`config.mk`:
```
export PLATFORM = sky130hd
export DESIGN_NAME = l2_write_buffer
export DESIGN_NICKNAME = d
export VERILOG_FILES = /design/src/rtl/l2_write_buffer.sv
export SDC_FILE = /design/constraint.sdc
export NUM_CORES = 2
export LEC_CHECK = 0
export ABC_AREA = 1
export CAP_MARGIN = 5
export CORE_MARGIN = 3
export CORE_UTILIZATION = 29
export DETAILED_ROUTE_END_ITERATION = 10
export GPL_TIMING_DRIVEN = 0
export PLACE_DENSITY = 0.51
export SYNTH_ARGS = -nofsm -noshare
export SYNTH_HDL_FRONTEND = slang
export SYNTH_SLANG_ARGS = --single-unit
```
`constraint.sdc`:
```
create_clock -name clk -period 2.55 [get_ports clk]
set_clock_uncertainty 0.1 [all_clocks]
set_input_delay 0.51 -clock clk [delete_from_list [all_inputs] [get_ports clk]]
set_output_delay 0.51 -clock clk [all_outputs]
set_load 0.01 [all_outputs]
```
`src/rtl/l2_write_buffer.sv`:
```
// Coalescing write buffer between the L2 memory port and physical memory.
// Evictions are parked in a small FIFO, drained when idle, and forwarded to hitting reads.
module l2_write_buffer #(
    parameter int BLOCK_WIDTH = 256,
    parameter int ADDR_WIDTH  = 16,
    parameter int OFFSET_BITS = 5,
    parameter int DEPTH       = 4
) (
    input  logic                   clk,
    input  logic                   rst_n,
    input  logic [ADDR_WIDTH-1:0]  mem_address,
    input  logic                   mem_read,
    input  logic                   mem_write,
    input  logic [BLOCK_WIDTH-1:0] mem_wdata,
    output logic [BLOCK_WIDTH-1:0] mem_rdata,
    output logic                   mem_resp,
    output logic [ADDR_WIDTH-1:0]  pmem_address,
    output logic                   pmem_read,
    output logic                   pmem_write,
    output logic [BLOCK_WIDTH-1:0] pmem_wdata,
    input  logic [BLOCK_WIDTH-1:0] pmem_rdata,
    input  logic                   pmem_resp,
    output logic                   wb_empty
);
    localparam int IDX_W = $clog2(DEPTH);
    localparam int CNT_W = IDX_W + 1;
    localparam int TAG_W = ADDR_WIDTH - OFFSET_BITS;

    typedef enum logic [1:0] {
        IDLE      = 2'd0,
        READ_PMEM = 2'd1,
        DRAIN     = 2'd2,
        RESP      = 2'd3
    } state_e;

    state_e                 state_q, state_d;
    logic [CNT_W-1:0]       count_q, count_d;
    logic [IDX_W-1:0]       head_q, head_d, tail_q, tail_d;
    logic                   skip_q, skip_d;
    logic                   mem_resp_q, mem_resp_d;
    logic [BLOCK_WIDTH-1:0] mem_rdata_q, mem_rdata_d;
    logic                   pmem_read_q, pmem_read_d;
    logic                   pmem_write_q, pmem_write_d;
    logic [ADDR_WIDTH-1:0]  pmem_address_q, pmem_address_d;
    logic [BLOCK_WIDTH-1:0] pmem_wdata_q, pmem_wdata_d;
    logic                   wb_empty_q;

    logic                   valid_q [DEPTH];
    logic [TAG_W-1:0]       tag_q   [DEPTH];
    logic [BLOCK_WIDTH-1:0] data_q  [DEPTH];

    logic [TAG_W-1:0]       req_tag_s;
    logic                   hit_s;
    logic [IDX_W-1:0]       hit_idx_s;
    logic                   wr_en_s;
    logic [IDX_W-1:0]       wr_idx_s;
    logic                   inv_en_s;
    logic                   unused_offset_s;

    assign req_tag_s       = mem_address[ADDR_WIDTH-1:OFFSET_BITS];
    assign unused_offset_s = ^mem_address[OFFSET_BITS-1:0];

    // Tag lookup across all valid entries; coalescing keeps at most one match.
    always_comb begin
        hit_s     = 1'b0;
        hit_idx_s = '0;
        for (int i = 0; i < DEPTH; i++) begin
            if (valid_q[i] && (tag_q[i] == req_tag_s)) begin
                hit_s     = 1'b1;
                hit_idx_s = IDX_W'(i);
            end else begin
                hit_idx_s = hit_idx_s;
            end
        end
    end

    // Next-state and registered-output logic for the request/drain FSM.
    always_comb begin
        state_d        = state_q;
        count_d        = count_q;
        head_d         = head_q;
        tail_d         = tail_q;
        skip_d         = 1'b0;
        mem_resp_d     = 1'b0;
        mem_rdata_d    = mem_rdata_q;
        pmem_read_d    = pmem_read_q;
        pmem_write_d   = pmem_write_q;
        pmem_address_d = pmem_address_q;
        pmem_wdata_d   = pmem_wdata_q;
        wr_en_s        = 1'b0;
        wr_idx_s       = tail_q;
        inv_en_s       = 1'b0;
        case (state_q)
            IDLE: begin
                if (skip_q) begin
                    state_d = IDLE;
                end else if (mem_read) begin
                    if (hit_s) begin
                        mem_rdata_d = data_q[hit_idx_s];
                        mem_resp_d  = 1'b1;
                        state_d     = RESP;
                    end else begin
                        pmem_read_d    = 1'b1;
                        pmem_address_d = mem_address;
                        state_d        = READ_PMEM;
                    end
                end else if (mem_write && hit_s) begin
                    wr_en_s    = 1'b1;
                    wr_idx_s   = hit_idx_s;
                    mem_resp_d = 1'b1;
                    state_d    = RESP;
                end else if (mem_write && (count_q < CNT_W'(DEPTH))) begin
                    wr_en_s    = 1'b1;
                    wr_idx_s   = tail_q;
                    tail_d     = tail_q + IDX_W'(1);
                    count_d    = count_q + CNT_W'(1);
                    mem_resp_d = 1'b1;
                    state_d    = RESP;
                end else if (mem_write || (count_q != CNT_W'(0))) begin
                    // Full-buffer write and background drain both retire the head first.
                    pmem_write_d   = 1'b1;
                    pmem_address_d = {tag_q[head_q], {OFFSET_BITS{1'b0}}};
                    pmem_wdata_d   = data_q[head_q];
                    state_d        = DRAIN;
                end else begin
                    state_d = IDLE;
                end
            end
            READ_PMEM: begin
                if (pmem_resp) begin
                    pmem_read_d = 1'b0;
                    mem_rdata_d = pmem_rdata;
                    mem_resp_d  = 1'b1;
                    state_d     = RESP;
                end else begin
                    state_d = READ_PMEM;
                end
            end
            DRAIN: begin
                if (pmem_resp) begin
                    pmem_write_d = 1'b0;
                    inv_en_s     = 1'b1;
                    head_d       = head_q + IDX_W'(1);
                    count_d      = count_q - CNT_W'(1);
                    state_d      = IDLE;
                end else begin
                    state_d = DRAIN;
                end
            end
            RESP: begin
                skip_d  = 1'b1;
                state_d = IDLE;
            end
            default: begin
                state_d = IDLE;
            end
        endcase
    end

    // Control state and registered outputs.
    always_ff @(posedge clk or negedge rst_n) begin
        if (!rst_n) begin
            state_q        <= IDLE;
            count_q        <= '0;
            head_q         <= '0;
            tail_q         <= '0;
            skip_q         <= 1'b0;
            mem_resp_q     <= 1'b0;
            mem_rdata_q    <= '0;
            pmem_read_q    <= 1'b0;
            pmem_write_q   <= 1'b0;
            pmem_address_q <= '0;
            pmem_wdata_q   <= '0;
            wb_empty_q     <= 1'b1;
        end else begin
            state_q        <= state_d;
            count_q        <= count_d;
            head_q         <= head_d;
            tail_q         <= tail_d;
            skip_q         <= skip_d;
            mem_resp_q     <= mem_resp_d;
            mem_rdata_q    <= mem_rdata_d;
            pmem_read_q    <= pmem_read_d;
            pmem_write_q   <= pmem_write_d;
            pmem_address_q <= pmem_address_d;
            pmem_wdata_q   <= pmem_wdata_d;
            wb_empty_q     <= (count_d == CNT_W'(0));
        end
    end

    // Entry storage: enqueue/overwrite from IDLE, invalidate head on drain completion.
    always_ff @(posedge clk or negedge rst_n) begin
        if (!rst_n) begin
            for (int i = 0; i < DEPTH; i++) begin
                valid_q[i] <= 1'b0;
                tag_q[i]   <= '0;
                data_q[i]  <= '0;
            end
        end else begin
            if (wr_en_s) begin
                valid_q[wr_idx_s] <= 1'b1;
                tag_q[wr_idx_s]   <= req_tag_s;
                data_q[wr_idx_s]  <= mem_wdata;
            end
            if (inv_en_s) begin
                valid_q[head_q] <= 1'b0;
            end
        end
    end

    assign mem_resp     = mem_resp_q;
    assign mem_rdata    = mem_rdata_q;
    assign pmem_read    = pmem_read_q;
    assign pmem_write   = pmem_write_q;
    assign pmem_address = pmem_address_q;
    assign pmem_wdata   = pmem_wdata_q;
    assign wb_empty     = wb_empty_q;
endmodule

```
==> flow_metrics.py <==
metrics = {
    "sta": {
        "worstMarginPinSlew_ns": 1.033,
        "slew-limit-headroom": 0.3115,
        "fmaxAchievable_ghz": 0.3498,
        "fin_setup_tns_ns": -323.49,
        "hold_slack_ns": 0.1037,
        "period_minus_slack_ns": 2.859,
        "setup_viol": 1705,
        "fin_crit_sh": 1.121,
        "worst_slack_ns": -0.3090,
        "rsz0062_at_grt": "yes",
        "slew_violations": 0,
        "finalHoldViolations": 0,
    },
    "floorplan": {
        "die_area_um2": 297500,
        "fp.dieW_um": 545.5,
        "num_rows": 197,
        "io_pins": 1065,
        "core_um2": 288900,
        "die_y_um": 545.5,
        "start_util": 0.2922,
    },
    "setup_path": {
        "timing.rr.end": "pmem_write",
        "reg2reg_depth": 17,
        "criticalPathCategory": "in2reg",
        "cpMostUsedCell": "nand2_1",
        "cp.arrival_ns": 3.51,
        "crit_slowest_cell": "clkdlybuf4s50_1",
        "crit_start": "mem_address[15]",
        "worst-r2r-setup-slack_ns": -0.27,
        "crit_fanout": 10,
        "worstReg2RegStart": "tag_q[33]",
        "crit_required_ns": 3.20,
        "timing.critical_path.buf_inv": 6,
        "path_cells": "clkdlybuf4s50_1 -> buf_6 -> nand2_1 -> nand2_1 -> nand3_1 -> nor2_2 -> nand2_4 -> nand2_8 -> o21ai_4 -> nand2_2 -> nand2_4 -> nor2_8 -> buf_12 -> nand3_4 -> buf_12 -> clkbuf_16 -> clkbuf_16 -> nand2_1 -> nand2_1",
        "crit_path_end_kind": "flip-flop",
        "max_stage_delay_ns": 0.64,
        "cp-start-kind": "input port",
        "critPathTopFamily": "buffers and inverters",
    },
    "drt": {
        "vias_per_cell": 5.205,
        "wirelength_um": 432600,
        "vias": 85910,
        "ant_nets": 0,
        "drt_iter0_drc": 8690,
        "wl_per_cell_um": 26.21,
        "dr.pass1.iters": 6,
        "route.detailed.drc": 0,
    },
    "status": {
        "status": "complete, but fails checks",
        "violations": "negative setup slack",
    },
    "clock_network": {
        "clockBufferDepth": 4,
        "cts_tree": "yes",
        "cts_buffers": 199,
        "root_buffer": "clkbuf_16",
        "clock_latency_ns": 0.89,
        "htree_num_levels": 4,
        "clkSinkCount": 1614,
        "clkTransAtPathRegs_ns": 0.06,
    },
    "synth": {
        "synthTopCellsByArea": "dfrtp_1 (48%), nand2_1 (17%), nand4_1 (8.0%)",
        "syn_inst": 10920,
        "ys_types": 30,
        "synth_top_area_frac": 0.4783,
        "yosysTopAreaCell": "dfrtp_1",
        "syn_area_um2": 84400,
        "syn_avg_cell_area_um2": 7.727,
        "synth-seq-cells": 1614,
        "ys_seq_area_frac": 0.4786,
        "synthesis.nets": 11460,
        "ys_warn_count": 0,
    },
    "placed_design": {
        "hpwlAfterDp_um": 307000,
        "io_buffer_count": 1056,
        "place_congestion": 0.9224,
        "dp_cells": 15890,
    },
    "global_route": {
        "use_met2": 0.4263,
        "grt_usage": 0.2719,
        "grtUsageMet3": 0.05601,
        "grt_max_degree": 162,
        "grt_pass1_vias": 82140,
        "antenna_found_initial": 100,
        "grt_most_used_layer": "met2",
        "grt_pass1_wl_um": 599300,
        "grt_util_met1": 0.3627,
        "gr-total-overflow": 0,
    },
    "hold_path": {
        "hold_start": "mem_address[3]",
        "hold_path.class": "in2reg",
        "hold_end": "pmem_address[3]",
        "holdPathStages": 3,
    },
    "power_and_ir_drop": {
        "power_density_nw_per_um2": 1113,
        "total_power_mw": 128.9,
        "ir_drop_uv": 544.3,
        "p_leak_nw": 56.04,
    },
    "layout": {
        "n_fill_cell": 29960,
        "fin_cells": 16500,
        "drive_gt1_frac": 0.1436,
        "finish.net_count": 12960,
        "synthToLayoutAreaGrowth_pct": 37.30,
    },
    "run": {
        "max_cap_viol_count": 0,
    },
}
==> sequential cells by signal, summed over array words and instances, names as in the netlist <==
signal,count
count_q,3
data_q,1024
head_q,2
mem_rdata,256
mem_resp,1
pmem_address,16
pmem_read,1
pmem_wdata,256
pmem_write,1
skip_q,1
state_q,2
tag_q,44
tail_q,2
valid_q,4
wb_empty,1
==> area by class of cell <==
cell class	count	area, µm²	area share
clock inverter	74	880.8	0.007601
inverter	606	2287	0.01974
sequential	1614	40400	0.3486
clock buffer	288	5754	0.04966
antenna	45	112.6	0.0009718
multi-input combinational	7731	38400	0.3314
buffer	969	8173	0.07053
timing repair buffer	1297	15010	0.1296
tap	3880	4855	0.04189
==> cell usage after synthesis, drive strengths merged <==
| cell | instances |
|---|---|
| ha | 7 |
| clkbuf | 459 |
| o211ai | 397 |
| dfrtp | 1613 |
| or2 | 3 |
| mux2 | 256 |
| nand2 | 3751 |
| nand4 | 1080 |
| nor2 | 574 |
| xor2 | 4 |
| nand3 | 284 |
| nand3b | 1 |
| xnor2 | 6 |
| nor3 | 1 |
| buf | 514 |
| dfstp | 1 |
| and3 | 1 |
| a21oi | 538 |
| inv | 606 |
| o21ai | 827 |
==> stage by stage <==
step / setup slack, ns / util / cell area (µm²)
after floorplan: 0.06112 / - / 84400
after global placement: -79.95 / 0.3455 / 99820
after detailed placement: -3.004 / 0.3481 / 100600
after CTS: -0.2625 / 0.3874 / 111900
after global routing: -0.4198 / 0.4009 / 115800
final: -0.3090 / 0.4011 / 115900
==> cell usage in the layout, fill, tap and decap left out, drive strengths merged <==
master	Yosys	routed
a21oi	538	538
and3	1	1
buf	514	672
bufbuf	0	1
bufinv	0	14
clkbuf	459	808
clkdlybuf4s15	0	1
clkdlybuf4s18	0	1
clkdlybuf4s50	0	1047
clkinv	0	50
clkinvlp	0	7
dfrtp	1613	1613
dfstp	1	1
diode	0	45
dlygate4sd2	0	7
dlygate4sd3	0	16
dlymetal6s2s	0	1
ha	7	7
inv	606	609
mux2	256	256
nand2	3751	3752
nand3	284	284
nand3b	1	1
nand4	1080	1080
nor2	574	574
nor3	1	1
o211ai	397	397
o21ai	827	827
or2	3	3
xnor2	6	6
xor2	4	4
==> layer usage <==
layer  part of all wire  vias to the layer above  routed length [µm]
li1                   -                    39760                   -
met1               0.43                    41860              183900
met2               0.45                     3523              193400
met3              0.078                      713               33600
met4              0.049                       50               21360
met5            0.00078                        -                 337
==> where the power goes <==
part / internal (mW) / total (mW) / switching (mW)
Sequential: 32.7 / 37.5 / 4.73
Combinational: 22.8 / 61.9 / 39.1
Clock: 17.1 / 29.6 / 12.5
Total: 72.7 / 129 / 56.3
==> worst min-delay path: stages <==
cell,delay (ns)
clkdlybuf4s50_1,0.40
nand2_1,0.06
o21ai_0,0.08
==> timing repair <==
item	4_1_cts	5_1_grt
gates cloned	22	63
setup buffers	80	24
hold endpoints to repair	342	132
pin swaps	48	96
endpoints found under the setup margin	1907	1918
hold buffers	7	20
resized for setup	1107	664
==> logic make-up after synthesis <==
kind of cell	synth area share
mux	0.03416
fa+ha+maj	0.001038
buf+inv	0.07843
xor+xnor	0.001038
compound gates	0.1163
simple gates	0.2905
flops	0.4786
==> worst max path at each step <==
stage	end	slack, ns	cells after the start
after floorplan	pmem_wdata[100]	0.06	13
after global placement	mem_rdata[27]	-79.95	1
after detailed placement	mem_rdata[255]	-3.00	14
after CTS	mem_rdata[90]	-0.26	17
after global routing	data_q[365]	-0.42	19
final	data_q[122]	-0.31	19
(Power assumes the default switching activity.)
